===== src/rtl/cpu_ext_host_pkg.sv =====
// Shared definitions for the external-memory host initiator.
//   - opcode encodings carried on cmd_op
//   - FSM state encoding (also visible on the top-level state_dbg output)
//   - address alignment masks and a legality helper
package cpu_ext_host_pkg;

    localparam logic [2:0] OP_WR_I = 3'b000;
    localparam logic [2:0] OP_WR_D = 3'b001;
    localparam logic [2:0] OP_RD_I = 3'b010;
    localparam logic [2:0] OP_RD_D = 3'b011;
    localparam logic [2:0] OP_RUN  = 3'b100;

    // Instruction port is word (4-byte) addressed, data port is 8-byte addressed.
    localparam logic [63:0] ALIGN_I_MASK = 64'h3;
    localparam logic [63:0] ALIGN_D_MASK = 64'h7;

    typedef enum logic [2:0] {
        ST_IDLE     = 3'd0,
        ST_WRITE    = 3'd1,
        ST_RD_ISSUE = 3'd2,
        ST_RD_WAIT  = 3'd3,
        ST_RESP     = 3'd4,
        ST_RUN      = 3'd5
    } state_t;

    // A command is legal when its op is known and its address is aligned
    // for the port it targets. RUN ignores the address.
    function automatic logic cmd_legal(input logic [2:0] op, input logic [63:0] addr);
        case (op)
            OP_WR_I, OP_RD_I: return (addr & ALIGN_I_MASK) == 64'd0;
            OP_WR_D, OP_RD_D: return (addr & ALIGN_D_MASK) == 64'd0;
            OP_RUN:           return 1'b1;
            default:          return 1'b0;
        endcase
    endfunction

endpackage


===== src/rtl/cpu_ext_host_if.sv =====
// Host command/response channel of cpu_ext_host.
//   cmd_valid/cmd_ready/cmd_op/cmd_addr/cmd_wdata : command channel (host -> block)
//   rsp_valid/rsp_ready/rsp_data                  : read response channel (block -> host)
//
// Handshake: on both channels a transfer happens on the rising edge where
// valid and ready are both high. The sender holds valid and its payload
// stable until that edge; ready may change freely and never depends on
// valid combinationally (both ready and valid are registered here).
interface cpu_ext_host_if;
    logic        cmd_valid;
    logic        cmd_ready;
    logic [2:0]  cmd_op;
    logic [63:0] cmd_addr;
    logic [63:0] cmd_wdata;
    logic        rsp_valid;
    logic        rsp_ready;
    logic [63:0] rsp_data;

    modport master (
        output cmd_valid, cmd_op, cmd_addr, cmd_wdata, rsp_ready,
        input  cmd_ready, rsp_valid, rsp_data
    );

    modport slave (
        input  cmd_valid, cmd_op, cmd_addr, cmd_wdata, rsp_ready,
        output cmd_ready, rsp_valid, rsp_data
    );
endinterface


===== src/rtl/cpu_ext_host_cycle_counter.sv =====
// Loadable down-counter with a registered zero flag.
//   clk, rst  : clock, synchronous active-high reset
//   load      : load load_val (has priority over dec)
//   load_val  : value to load
//   dec       : decrement by one; saturates at zero, never wraps
//   zero      : registered, high when the held count is zero
module ext_host_cycle_counter #(
    parameter int CNT_W = 32
) (
    input  logic             clk,
    input  logic             rst,
    input  logic             load,
    input  logic [CNT_W-1:0] load_val,
    input  logic             dec,
    output logic             zero
);

    logic [CNT_W-1:0] count;
    logic [CNT_W-1:0] count_nxt;

    always_comb begin
        count_nxt = count;
        if (load) begin
            count_nxt = load_val;
        end else if (dec && (count != '0)) begin
            count_nxt = count - CNT_W'(1);
        end
    end

    always_ff @(posedge clk) begin
        if (rst) begin
            count <= '0;
            zero  <= 1'b1;
        end else begin
            count <= count_nxt;
            zero  <= (count_nxt == '0);
        end
    end

endmodule


===== src/rtl/cpu_ext_host.sv =====
// Host-side initiator for the core's instruction and data memory ports.
// Takes commands (write/read on either port, or a bounded RUN) and turns
// them into single-cycle write strobes, held read strobes with a response,
// or an enable window for the core.
//   clk, rst            : clock, synchronous active-high reset
//   host (slave)        : command and response channels
//   err                 : one-cycle pulse on illegal op / misaligned address
//   run_done            : one-cycle pulse when a RUN ends (count or halt)
//   busy                : high whenever the FSM is not in IDLE
//   halt                : aborts an active RUN, ignored otherwise
//   enable              : core enable
//   *_ext               : instruction memory port (32-bit data)
//   *_ext_2             : data memory port (64-bit data)
//   state_dbg           : current FSM state
// All outputs come straight from flops.
module cpu_ext_host
    import cpu_ext_host_pkg::*;
#(
    parameter int RD_LAT = 1,
    parameter int CNT_W  = 32
) (
    input  logic          clk,
    input  logic          rst,
    cpu_ext_host_if.slave host,
    output logic          err,
    output logic          run_done,
    output logic          busy,
    input  logic          halt,
    output logic          enable,
    output logic [63:0]   addr_ext,
    output logic          wen_ext,
    output logic          ren_ext,
    output logic [31:0]   wdata_ext,
    input  logic [31:0]   rdata_ext,
    output logic [63:0]   addr_ext_2,
    output logic          wen_ext_2,
    output logic          ren_ext_2,
    output logic [63:0]   wdata_ext_2,
    input  logic [63:0]   rdata_ext_2,
    output state_t        state_dbg
);

    state_t           state;
    logic             accept;
    logic [CNT_W-1:0] run_len;
    logic [CNT_W-1:0] cnt_load_val;
    logic             cnt_dec;
    logic             cnt_zero;
    logic [63:0]      rd_word;

    assign state_dbg = state;
    assign accept    = (state == ST_IDLE) && host.cmd_ready && host.cmd_valid;
    assign run_len   = host.cmd_wdata[CNT_W-1:0];

    // The read strobe is still high in the capture cycle, so it tells which
    // port the data comes from.
    assign rd_word = ren_ext_2 ? rdata_ext_2 : {32'd0, rdata_ext};

    // One counter serves both waits. It is loaded with (length - 1) on
    // acceptance so that its zero flag is high during the last cycle of the
    // read strobe or of the enable window. A RUN with N==0 loads all-ones,
    // which is harmless because the FSM never leaves IDLE for it.
    always_comb begin
        cnt_load_val = CNT_W'(RD_LAT - 1);
        if (host.cmd_op == OP_RUN) begin
            cnt_load_val = run_len - CNT_W'(1);
        end
    end

    assign cnt_dec = ((state == ST_RD_ISSUE) || (state == ST_RD_WAIT) ||
                      (state == ST_RUN)) && !cnt_zero;

    ext_host_cycle_counter #(.CNT_W(CNT_W)) u_cnt (
        .clk      (clk),
        .rst      (rst),
        .load     (accept),
        .load_val (cnt_load_val),
        .dec      (cnt_dec),
        .zero     (cnt_zero)
    );

    always_ff @(posedge clk) begin
        if (rst) begin
            state          <= ST_IDLE;
            host.cmd_ready <= 1'b0;
            host.rsp_valid <= 1'b0;
            host.rsp_data  <= '0;
            err            <= 1'b0;
            run_done       <= 1'b0;
            busy           <= 1'b0;
            enable         <= 1'b0;
            addr_ext       <= '0;
            wen_ext        <= 1'b0;
            ren_ext        <= 1'b0;
            wdata_ext      <= '0;
            addr_ext_2     <= '0;
            wen_ext_2      <= 1'b0;
            ren_ext_2      <= 1'b0;
            wdata_ext_2    <= '0;
        end else begin
            // Pulses and write strobes last exactly one cycle.
            err       <= 1'b0;
            run_done  <= 1'b0;
            wen_ext   <= 1'b0;
            wen_ext_2 <= 1'b0;

            case (state)
                ST_IDLE: begin
                    // Also raises ready on the first cycle after reset.
                    host.cmd_ready <= 1'b1;
                    if (accept) begin
                        if (!cmd_legal(host.cmd_op, host.cmd_addr)) begin
                            err <= 1'b1;
                        end else begin
                            case (host.cmd_op)
                                OP_WR_I: begin
                                    addr_ext       <= host.cmd_addr;
                                    wdata_ext      <= host.cmd_wdata[31:0];
                                    wen_ext        <= 1'b1;
                                    state          <= ST_WRITE;
                                    host.cmd_ready <= 1'b0;
                                    busy           <= 1'b1;
                                end
                                OP_WR_D: begin
                                    addr_ext_2     <= host.cmd_addr;
                                    wdata_ext_2    <= host.cmd_wdata;
                                    wen_ext_2      <= 1'b1;
                                    state          <= ST_WRITE;
                                    host.cmd_ready <= 1'b0;
                                    busy           <= 1'b1;
                                end
                                OP_RD_I: begin
                                    addr_ext       <= host.cmd_addr;
                                    ren_ext        <= 1'b1;
                                    state          <= ST_RD_ISSUE;
                                    host.cmd_ready <= 1'b0;
                                    busy           <= 1'b1;
                                end
                                OP_RD_D: begin
                                    addr_ext_2     <= host.cmd_addr;
                                    ren_ext_2      <= 1'b1;
                                    state          <= ST_RD_ISSUE;
                                    host.cmd_ready <= 1'b0;
                                    busy           <= 1'b1;
                                end
                                OP_RUN: begin
                                    if (run_len == '0) begin
                                        run_done <= 1'b1;
                                    end else begin
                                        enable         <= 1'b1;
                                        state          <= ST_RUN;
                                        host.cmd_ready <= 1'b0;
                                        busy           <= 1'b1;
                                    end
                                end
                                default: ;
                            endcase
                        end
                    end
                end

                ST_WRITE: begin
                    state          <= ST_IDLE;
                    host.cmd_ready <= 1'b1;
                    busy           <= 1'b0;
                end

                ST_RD_ISSUE, ST_RD_WAIT: begin
                    if (cnt_zero) begin
                        host.rsp_data  <= rd_word;
                        host.rsp_valid <= 1'b1;
                        ren_ext        <= 1'b0;
                        ren_ext_2      <= 1'b0;
                        state          <= ST_RESP;
                    end else begin
                        state <= ST_RD_WAIT;
                    end
                end

                ST_RESP: begin
                    if (host.rsp_ready) begin
                        host.rsp_valid <= 1'b0;
                        state          <= ST_IDLE;
                        host.cmd_ready <= 1'b1;
                        busy           <= 1'b0;
                    end
                end

                ST_RUN: begin
                    if (halt || cnt_zero) begin
                        enable         <= 1'b0;
                        run_done       <= 1'b1;
                        state          <= ST_IDLE;
                        host.cmd_ready <= 1'b1;
                        busy           <= 1'b0;
                    end
                end

                default: begin
                    state          <= ST_IDLE;
                    host.cmd_ready <= 1'b1;
                    host.rsp_valid <= 1'b0;
                    busy           <= 1'b0;
                    enable         <= 1'b0;
                    ren_ext        <= 1'b0;
                    ren_ext_2      <= 1'b0;
                end
            endcase
        end
    end

endmodule


===== src/flat_wrapper.sv =====
// flat-port wrapper written by rule: the top's interface ports become plain ports
module cpu_ext_host_flat import cpu_ext_host_pkg::*;
#(
    parameter int RD_LAT = 1,
    parameter int CNT_W  = 32
)
  (clk, rst, err, run_done, busy, halt, enable, addr_ext, wen_ext, ren_ext, wdata_ext, rdata_ext, addr_ext_2, wen_ext_2, ren_ext_2, wdata_ext_2, rdata_ext_2, state_dbg, host_cmd_valid, host_cmd_op, host_cmd_addr, host_cmd_wdata, host_rsp_ready, host_cmd_ready, host_rsp_valid, host_rsp_data);
  cpu_ext_host_if host_i ();
  input  logic clk;
  input  logic rst;
  output logic err;
  output logic run_done;
  output logic busy;
  input  logic halt;
  output logic enable;
  output logic [63:0] addr_ext;
  output logic wen_ext;
  output logic ren_ext;
  output logic [31:0] wdata_ext;
  input  logic [31:0] rdata_ext;
  output logic [63:0] addr_ext_2;
  output logic wen_ext_2;
  output logic ren_ext_2;
  output logic [63:0] wdata_ext_2;
  input  logic [63:0] rdata_ext_2;
  output state_t state_dbg;
  input wire logic [$bits(host_i.cmd_valid)-1:0] host_cmd_valid;
  input wire logic [$bits(host_i.cmd_op)-1:0] host_cmd_op;
  input wire logic [$bits(host_i.cmd_addr)-1:0] host_cmd_addr;
  input wire logic [$bits(host_i.cmd_wdata)-1:0] host_cmd_wdata;
  input wire logic [$bits(host_i.rsp_ready)-1:0] host_rsp_ready;
  output wire logic [$bits(host_i.cmd_ready)-1:0] host_cmd_ready;
  output wire logic [$bits(host_i.rsp_valid)-1:0] host_rsp_valid;
  output wire logic [$bits(host_i.rsp_data)-1:0] host_rsp_data;
  assign host_i.cmd_valid = host_cmd_valid;
  assign host_i.cmd_op = host_cmd_op;
  assign host_i.cmd_addr = host_cmd_addr;
  assign host_i.cmd_wdata = host_cmd_wdata;
  assign host_i.rsp_ready = host_rsp_ready;
  assign host_cmd_ready = host_i.cmd_ready;
  assign host_rsp_valid = host_i.rsp_valid;
  assign host_rsp_data = host_i.rsp_data;
  cpu_ext_host #(.RD_LAT(RD_LAT), .CNT_W(CNT_W)) u_core (.clk(clk), .rst(rst), .host(host_i), .err(err), .run_done(run_done), .busy(busy), .halt(halt), .enable(enable), .addr_ext(addr_ext), .wen_ext(wen_ext), .ren_ext(ren_ext), .wdata_ext(wdata_ext), .rdata_ext(rdata_ext), .addr_ext_2(addr_ext_2), .wen_ext_2(wen_ext_2), .ren_ext_2(ren_ext_2), .wdata_ext_2(wdata_ext_2), .rdata_ext_2(rdata_ext_2), .state_dbg(state_dbg));
endmodule

===== config.mk =====
export PLATFORM = sky130hd
export DESIGN_NAME = cpu_ext_host_flat
export DESIGN_NICKNAME = d
export VERILOG_FILES = /design/src/rtl/cpu_ext_host_pkg.sv /design/src/rtl/cpu_ext_host_if.sv /design/src/rtl/cpu_ext_host_cycle_counter.sv /design/src/rtl/cpu_ext_host.sv /design/src/flat_wrapper.sv
export SDC_FILE = /design/constraint.sdc
export NUM_CORES = 1
export LEC_CHECK = 0
export ABC_AREA = 1
export BUFFER_PORTS_ARGS = -buffer_cell sky130_fd_sc_hd__buf_4
export CELL_PAD_IN_SITES_DETAIL_PLACEMENT = 2
export CELL_PAD_IN_SITES_GLOBAL_PLACEMENT = 2
export CORE_MARGIN = 5
export CORE_UTILIZATION = 26
export DETAILED_ROUTE_END_ITERATION = 8
export PLACE_DENSITY_LB_ADDON = 0.1
export SYNTH_ARGS = -nofsm -noshare
export SYNTH_HDL_FRONTEND = slang
export SYNTH_SLANG_ARGS = --single-unit

===== constraint.sdc =====
create_clock -name clk -period 2.5 [get_ports clk]
set_input_delay 0.5 -clock clk [delete_from_list [all_inputs] [get_ports clk]]
set_output_delay 0.5 -clock clk [all_outputs]
set_load 0.01 [all_outputs]

### After elaboration in Yosys (flattened, before gate mapping)

Index checks and enable logic that the tools add are counted.

| storage, ports and cells | value |
|---|---|
| flip-flop bits (word level) | 334 |
| output and inout bits | 301 |
| word-level logic and storage cells | 139 |

| operators by class | value |
|---|---|
| add/subtract/negate cells | 2 |
| equality and inequality tests | 21 |
| muxes and demuxes | 53 |
| bitwise operators | 7 |
| reduce and logical (&&, ||, !) cells | 38 |

Operators with widths:

| cell | count |
|---|---|
| logical NOT 64 bit | 2 |
| two-way mux 32 bit | 3 |
| logical NOT 32 bit | 2 |
| two-way mux 64 bit | 1 |
| subtractor 32 x 1 -> 32 bit (second input constant) | 2 |
| nonzero test 32 bit | 1 |
| two-way mux 1 bit | 31 |
| two-way mux 3 bit | 6 |
| inequality test 2 bit (second input constant) | 8 |
| AND reduction 4 bit | 4 |
| one-hot mux 1 bit (3 select lines) | 5 |
| == test 3 x 2 -> 1 bit (second input constant) | 4 |
| one-hot mux 3 bit (4 select lines) | 1 |
| AND reduction 6 bit | 2 |
| OR reduction 4 bit | 3 |
| AND reduction 5 bit | 2 |
| OR reduction 2 bit | 5 |
| == test 3 bit (second input constant) | 3 |
| one-hot mux 3 bit (3 select lines) | 1 |
| OR reduction 3 bit | 3 |
| one-hot mux 1 bit (4 select lines) | 2 |
| NOT 1 bit | 7 |
| AND reduction 7 bit | 1 |
| == test 3 x 1 -> 1 bit (second input constant) | 2 |
| 10 further kinds | 20 |

### Longest topological paths before layout

Gate-level depths: netlist of run 1.

| logic depth | value |
|---|---|
| depth in word-level cells | 9 |
| mapped depth | 18 |

### Cells and area by module

A second synthesis of run 1 with hierarchy kept.

| unflattened totals | value |
|---|---|
| cells, all modules | 2162 |
| area total of the unflattened synthesis | 14841.7 um^2 |

Modules (own cells, without submodules):

| module | times used | cells each | area each (um^2) |
|---|---|---|---|
| cpu_ext_host | 1 | 1639 | 11996.5 |
| ext_host_cycle_counter | 1 | 523 | 2845.2 |

### Least setup slack after synthesis of run 1

No wires, ideal clock.

| path | value |
|---|---|
| path kind | input -> register |
| start | input port host_cmd_wdata[0] |
| end | register u_core.u_cnt.zero |
| library setup time | 68 ps |
| arrival time | 2023 ps |
| path slack | 408 ps |
| stages on the path | 16 |
| path buffers | 0 |
| path through | inv_1 ha_1 nand3_1 nor2_2 nand2_1 inv_2 nand2_1 nor2_2 nand3_1 nand3_1 nand2_1 nor2_1 nand2_1 nor2_1 nand2_1 o21bai_2 |

| on the way | value |
|---|---|
| cells in the longest elaborated chain, start to end | 4 |

RTL lines:

| what | RTL line | RTL |
|---|---|---|
| start: declaration | flat_wrapper.sv:30 | `input wire logic [$bits(host_i.cmd_wdata)-1:0] host_cmd_wdata;` |
| subtractor 32 x 1 -> 32 bit | cpu_ext_host.sv:66 | `cnt_load_val = run_len - CNT_W'(1);` |
| two-way mux 32 bit | cpu_ext_host.sv:65 | `if (host.cmd_op == OP_RUN) begin` |
| two-way mux 32 bit | cpu_ext_host_cycle_counter.sv:23 | `if (load) begin` |
| logical NOT 32 bit | cpu_ext_host_cycle_counter.sv:36 | `zero <= (count_nxt == '0);` |
| end signal: assignment | cpu_ext_host_cycle_counter.sv:36 |  |
| end: declaration | cpu_ext_host_cycle_counter.sv:15 | `output logic zero` |

Every way passes these cells.
A chain may end at the register's enable or synchronous reset.

### Worst setup path after layout of run 1

| path | value |
|---|---|
| start | register u_core.u_cnt.count[4] |
| end | register u_core.u_cnt.zero |

| on the way | value |
|---|---|
| cells in the longest elaborated chain, start to end | 5 |
| elaborated cells on any way between the ends | 6 |
| those cells by class | add/sub: 1; mux: 2; reduce/logical: 3 |

RTL lines:

| what | RTL line | RTL |
|---|---|---|
| start: declaration | cpu_ext_host_cycle_counter.sv:18 | `logic [CNT_W-1:0] count;` |
| start signal: assignment | cpu_ext_host_cycle_counter.sv:35 | `count <= count_nxt;` |
| branches (longest 2 deep; another with subtractor 32 x 1 -> 32 bit) | n/a |  |
| two-way mux 32 bit * | cpu_ext_host_cycle_counter.sv:25 | `end else if (dec && (count != '0)) begin` |
| two-way mux 32 bit * | cpu_ext_host_cycle_counter.sv:23 |  |
| logical NOT 32 bit * | cpu_ext_host_cycle_counter.sv:36 |  |

Mark *: on every way between the ends.

==> results.py, run 1 <==
metrics = {
    "run_status": {
        "status": "finished clean",
    },
    "cts": {
        "cts_tree": "built",
        "clk_pin_slew_ns": 0.06,
        "hold_buffers": 0,
        "clockBufferDepth": 3,
        "cts_buffers": 41,
        "cts_sinks": 334,
        "clockRootBuffer": "clkbuf_16",
        "insertion_delay_ns": 0.57,
        "h-tree-depth": 2,
    },
    "worst_hold_path": {
        "hold_path_class": "primary input to flip-flop",
    },
    "critical_path": {
        "arrival_ns": 2.72,
        "crit_family": "simple AND/OR/NAND/NOR gates",
        "cp-start-kind": "flip-flop",
        "criticalPathCategory": "flip-flop to flip-flop",
        "required_ns": 2.93,
        "cp-end-kind": "flip-flop",
        "crit_buf_inv": 1,
        "cp_slowest_cell": "dfxtp_1",
        "crit_chain": "nor2_4 -> nand2_2 -> nor2_1 -> nand2_2 -> nor2_4 -> nor2_4 -> buf_4 -> nand2_1 -> o21ai_1 -> nand2_1 -> nand2_1 -> nor2_1 -> nand2_1 -> nor2_1 -> nand2_1 -> o21bai_2",
        "rrSetupSlack_ns": 0.21,
        "slowest_delay_ns": 0.47,
        "cpMostUsedCell": "nand2_1",
        "cp_max_fo": 13,
    },
    "sta": {
        "clock_skew_ns": 0.0312,
        "finalSetupViolCount": 0,
        "max_freq_mhz": 436,
        "post-route-period-util": 0.917,
        "hold_violations": 0,
        "rsz0062_at_grt": "false",
        "slew_headroom": 0.638,
        "setup_tns_ns": 0,
        "slew_viol_final": 0,
        "period_needed_ns": 2.29,
        "tightest_slew_ns": 0.539,
    },
    "synthesis": {
        "synth_edf_count": 0,
        "synth-async-reset-ratio": 0,
        "yosys.area.top_type": "dfxtp_1",
        "synthXorXnorAreaFrac": 0.0104,
        "synth_area_leaders": "dfxtp_1, nand2_1, nor2_1, o21ai_0, a21oi_1",
        "syn_area_sq_um": 14300,
        "yosysSeqAreaShare": 0.466,
        "muxShareOfSynthArea": 0,
        "ys_warn_count": 0,
        "syn_area_per_cell_sq_um": 6.98,
        "synth_fa_ha_area_frac": 0.00262,
        "synth-seq-cells": 334,
        "synth_top_family_by_area": "simple AND/OR/NAND/NOR gates",
        "synthCells": 2054,
        "synth_top_area_frac": 0.466,
        "yosysUniqueCellTypes": 35,
        "synth_compound_area_frac": 0.174,
        "yosys.area_share.simple": 0.271,
        "synth-main-ff-cell": "dfxtp_1",
        "syn_nets": 2289,
    },
    "routing": {
        "num_vias": 16000,
        "drcViolationCount": 0,
        "via_per_inst": 4.81,
        "drt_iter0_drc": 562,
        "antenna_left": 0,
        "finalWirelength_um": 71800,
        "post_drt_wl_per_cell_um": 21.6,
        "drt_first_pass_iters": 4,
    },
    "placed_design": {
        "portBuffers": 532,
        "placed_cells": 3248,
        "place_hpwl_um": 55300,
        "place.gp.congestion": 0.821,
    },
    "die": {
        "core_area_sq_um": 54900,
        "rows": 86,
        "die_w_um": 245,
        "io_pins": 533,
        "die_y_um": 245,
        "die_area_sq_um": 60000,
        "initial_core_util": 0.261,
    },
    "global_route": {
        "grt_pass1_vias": 17600,
        "grt_max_degree": 97,
        "grt_use_total": 0.227,
        "grt_pass1_wl_um": 106000,
        "gr-total-overflow": 0,
        "antenna_found_initial": 14,
    },
    "layout": {
        "fillers": 6481,
        "drive_gt1_frac": 0.280,
        "nNetsFinal": 2827,
        "layout.cells.non_filler": 3329,
        "synthToLayoutAreaGrowth_pct": 45.0,
    },
    "job": {
        "drv_cap": 0,
    },
    "power_and_ir_drop": {
        "p_per_area_nw_per_um2": 672,
        "ir_worst_vdd_mv": 0.389,
        "p_total_mw": 14.0,
        "p_leak_nw": 9.68,
    },
}
registers in the layout (all words and copies together) (netlist names), 3 cells and up:
name / cells
u_core.addr_ext: 64
u_core.addr_ext_2: 64
u_core.host.rsp_data: 64
u_core.wdata_ext_2: 64
u_core.u_cnt.count: 32
u_core.wdata_ext: 32
u_core.state_dbg: 3
layout by cell type (no fill, tap or decap), types with 3 or more instances in the layout:
master	n
a21oi_1	171
clkbuf_16	42
buf_4	600
nor2_2	21
a31oi_1	34
nor2_4	9
dfxtp_1	333
o21ai_0	266
ha_1	3
xor2_1	11
clkbuf_1	10
nor3_1	13
nor2_1	373
o21ai_1	12
nor4_1	3
clkbuf_8	4
buf_12	12
diode_2	10
clkinv_2	5
nand4_1	16
xnor2_1	6
nand3_1	94
nand2_1	386
inv_1	146
or2_2	3
inv_2	12
nand2_2	9
worst min-delay path, cell delays in order:
cell	delay, ns
buf_4	0.08
nor2_1	0.04
nor2_1	0.08
synth_stat cells (8+ instances only):
cell	count
nand4_1	16
a31oi_1	34
o21ai_0	266
xor2_1	11
clkbuf_1	96
buf_2	13
inv_1	147
nor2_4	8
nand2_2	8
a21oi_1	171
dfxtp_1	334
nand2_1	388
inv_2	12
nor2_2	20
nand3_1	94
o21ai_1	12
nor3_1	13
nor2_1	375
power by group:
| part | internal (mW) | switching, mW |
|---|---|---|
| Sequential | 5.48 | 0.128 |
| Clock | 3.39 | 2.41 |
| Combinational | 1.00 | 1.58 |
cells by family after synthesis:
logic type	count (synthesis)
AOI/OAI and AO/OA	486
adders and majority gates	3
buffers and inverters	277
and+or+nand+nor	937
xor gates and xnor gates	17
DFF	334
worst paths after layout:
path / cells after the start / to / start
max: 16 / u_core.u_cnt.zero / u_core.u_cnt.count[4]
min: 3 / u_core.addr_ext[3] / host_cmd_addr[3]
max reg2reg: 16 / u_core.u_cnt.zero / u_core.u_cnt.count[4]
min reg2reg: 2 / u_core.wdata_ext_2[23] / u_core.wdata_ext_2[23]
area by class of cell:
class | count | area (sq um) | share of cell area
Sequential cell | 334 | 6690 | 0.322
Multi-Input combinational cell | 1444 | 6600 | 0.317
Timing Repair Buffer | 612 | 4740 | 0.228
Clock buffer | 56 | 1140 | 0.0550
Tap cell | 704 | 881 | 0.0423
Inverter | 159 | 602 | 0.0289
Clock inverter | 10 | 118 | 0.00565
Antenna cell | 10 | 25.0 | 0.00120
per-stage QoR:
step / hold WS, ns / area, sq um / util / setup WS [ns]
final: 0.169 / 20800 / 0.379 / 0.208
after global routing: 0.155 / 20800 / 0.379 / 0.00474
after CTS: 0.128 / 20700 / 0.377 / 0.0270
after detailed placement: 0.443 / 19400 / 0.354 / -0.0751
after global placement: 0.433 / 19400 / 0.354 / 0.0578
after floorplan: 0.464 / 14300 / - / 0.408
repair_timing:
item,CTS,global route
setup endpoints to repair,0,1
buffers inserted,0,4
resized for setup,0,3
metal layers:
layer	vias up	GRT usage	share of wire	wire length (um)
li1	7713	-	-	-
met1	7853	0.243	0.38	27100
met2	323	0.422	0.52	37600
met3	114	0.0712	0.064	4580
met4	8	0.0804	0.034	2470
met5	-	0	0.00084	60
(Power assumes the default switching activity.)
==> run 2, diff against run 1 <==
--- a/config.mk
+++ b/config.mk
@@ -6,12 +6,12 @@
 export NUM_CORES = 1
 export LEC_CHECK = 0
 export ABC_AREA = 1
-export BUFFER_PORTS_ARGS = -buffer_cell sky130_fd_sc_hd__buf_4
 export CELL_PAD_IN_SITES_DETAIL_PLACEMENT = 2
 export CELL_PAD_IN_SITES_GLOBAL_PLACEMENT = 2
 export CORE_MARGIN = 5
-export CORE_UTILIZATION = 26
+export CORE_UTILIZATION = 33
 export DETAILED_ROUTE_END_ITERATION = 8
+export DONT_BUFFER_PORTS = 1
 export PLACE_DENSITY_LB_ADDON = 0.1
 export SYNTH_ARGS = -nofsm -noshare
 export SYNTH_HDL_FRONTEND = slang
==> constraint.sdc (replaced) <==
create_clock -name clk -period 2.5 [get_ports clk]
set_input_delay 0.125 -clock clk [delete_from_list [all_inputs] [get_ports clk]]
set_output_delay 0.125 -clock clk [all_outputs]
set_load 0.01 [all_outputs]
==> results.py, run 2 (synthesis gave the netlist of run 1 again) <==
metrics = {
    "critical_path": {
        "cp-end-kind": "flip-flop",
        "reg2reg_depth": 17,
        "r2r_start": "u_core.u_cnt.count[1]",
        "slowest_delay_ns": 0.32,
        "cp_max_fo": 6,
        "criticalPathCategory": "flip-flop to flip-flop",
        "r2r-end": "u_core.u_cnt.zero",
        "rrSetupSlack_ns": 0.004,
        "cp_slowest_cell": "dfxtp_1",
        "arrival_ns": 2.99,
        "required_ns": 2.99,
        "cp-start-kind": "flip-flop",
        "crit_chain": "inv_1 -> ha_1 -> nand2_1 -> nor2_1 -> nand2_1 -> nor2_1 -> nand2_2 -> nand2_8 -> clkbuf_4 -> nand2_2 -> nand3_2 -> nand2_1 -> nor2_1 -> nand2_1 -> nor2_1 -> nand2_1 -> o21bai_2",
        "cpMostUsedCell": "nand2_1",
    },
    "routing": {
        "finalWirelength_um": 74900,
        "drt_first_pass_iters": 5,
        "post_drt_wl_per_cell_um": 25.9,
        "antenna_left": 0,
        "num_vias": 15700,
        "drt_iter0_drc": 723,
        "via_per_inst": 5.42,
        "drcViolationCount": 0,
    },
    "layout": {
        "final_cell_mix": "nand2_1, nor2_1, dfxtp_1",
        "drive_gt1_frac": 0.0866,
        "nNetsFinal": 2501,
        "design_area_sq_um": 19000,
        "synthToLayoutAreaGrowth_pct": 32.3,
        "fillers": 4895,
        "final_common_cell": "nand2_1",
    },
    "sta": {
        "clock_skew_ns": 0.0274,
        "max_freq_mhz": 401,
        "period_needed_ns": 2.50,
        "rsz0062_at_grt": "true",
        "finalSetupViolCount": 0,
        "post-route-period-util": 0.998,
        "slew_viol_final": 0,
        "slew_headroom": 0.243,
        "tightest_slew_ns": 1.13,
        "hold_violations": 0,
    },
    "die": {
        "die_y_um": 218,
        "initial_core_util": 0.333,
        "die_area_sq_um": 47700,
        "io_pins": 533,
        "core_area_sq_um": 43100,
        "rows": 76,
        "die_w_um": 218,
    },
    "cts": {
        "insertion_delay_ns": 0.58,
        "clk_pin_slew_ns": 0.06,
        "cts_sinks": 334,
        "clockRootBuffer": "clkbuf_16",
        "cts_buffers": 40,
        "cts_tree": "built",
        "h-tree-depth": 2,
        "clockBufferDepth": 3,
    },
    "power_and_ir_drop": {
        "p_leak_nw": 7.94,
        "p_total_mw": 14.6,
        "p_per_area_nw_per_um2": 772,
        "ir_worst_vdd_mv": 0.456,
    },
    "worst_hold_path": {
        "hold_path_class": "primary input to flip-flop",
        "min_from": "host_cmd_wdata[28]",
        "hold_depth": 5,
        "min_to": "u_core.run_done",
    },
    "placed_design": {
        "portBuffers": 0,
        "place_hpwl_um": 48100,
        "placed_area_sq_um": 15000,
        "place.gp.congestion": 0.840,
    },
    "global_route": {
        "antenna_found_initial": 6,
        "gr-total-overflow": 0,
        "grt_max_degree": 102,
        "grt_pass1_vias": 17400,
        "grt_use_total": 0.298,
        "grt_pass1_wl_um": 110000,
    },
    "run_status": {
        "status": "finished clean",
    },
    "job": {
        "drv_cap": 0,
    },
}
## run 2: changes by cell type in the layout (fill, tap and decap cells not counted), sizes merged
cell and delta:
dlygate4sd3 +234, nand2 -1, diode -2, bufinv +4
buf -560, clkinvlp -1, inv +2, clkinv +3
clkbuf +1
## run 2: area by class of cell
type                       count  area [sq um]  share of cell area
inverter                     159           607              0.0320
multi-input combinational   1443          6650               0.351
timing repair buffer         288          2830               0.149
clock buffer                  55          1170              0.0615
sequential                   334          6690               0.353
tap                          585           732              0.0386
clock inverter                18           277              0.0146
antenna                        8          20.0             0.00106
## run 2: worst max-delay path by stage
stage                                       from                 to  slack, ns  cells after the start
after floorplan            u_core.u_cnt.count[0]  u_core.u_cnt.zero       0.62                     15
after global placement    u_core.u_cnt.count[24]  u_core.u_cnt.zero        0.1                     17
after detailed placement     u_core.state_dbg[0]  u_core.u_cnt.zero       0.06                     16
after CTS                    u_core.state_dbg[0]  u_core.u_cnt.zero       0.04                     16
after global routing       u_core.u_cnt.count[1]  u_core.u_cnt.zero      -0.17                     17
final                      u_core.u_cnt.count[1]  u_core.u_cnt.zero      0.004                     17
## run 2: layer usage
layer  part of all wire  vias up  track usage
li1                   -     7087            -
met1               0.35     7870        0.297
met2               0.53      514        0.564
met3              0.071      199       0.0942
met4              0.051        2        0.131
met5           0.000093        -            0
## run 2: worst max-delay path, delay by kind of cell, from the launching register on
family / cells / cell delay (ns)
adder cells (fa/ha/maj): 1 / 0.21
buffers and inverters: 2 / 0.33
AND/OR/NAND/NOR: 13 / 1.43
flip-flops: 1 / 0.32
AO/OA/AOI/OAI: 1 / 0.13
## run 2: power breakdown
group	switching, mW	total [mW]	internal (mW)
sequential	0.238	5.71	5.48
clock	2.58	6.49	3.91
combinational	1.52	2.43	0.909
total	4.34	14.6	10.3
## run 2: stage by stage
stage / util / hold slack, ns / std cells / setup TNS (ns) / setup slack (ns)
floorplan: - / 0.260 / 2054 / 0 / 0.615
global placement: 0.348 / 0.202 / 2567 / 0 / 0.0951
detailed placement: 0.348 / 0.203 / 2567 / 0 / 0.0626
CTS: 0.436 / 0.00315 / 2875 / 0 / 0.0362
global route: 0.440 / 0.0300 / 2887 / -0.325 / -0.169
finish: 0.440 / 0.0104 / 2890 / 0 / 0.00416
## run 2: timing repair
action,4_1_cts,5_1_grt
endpoints found under the setup margin,0,34
resized for setup,0,30
hold buffers,235,0
buffers inserted,0,5
hold endpoints to repair,333,0
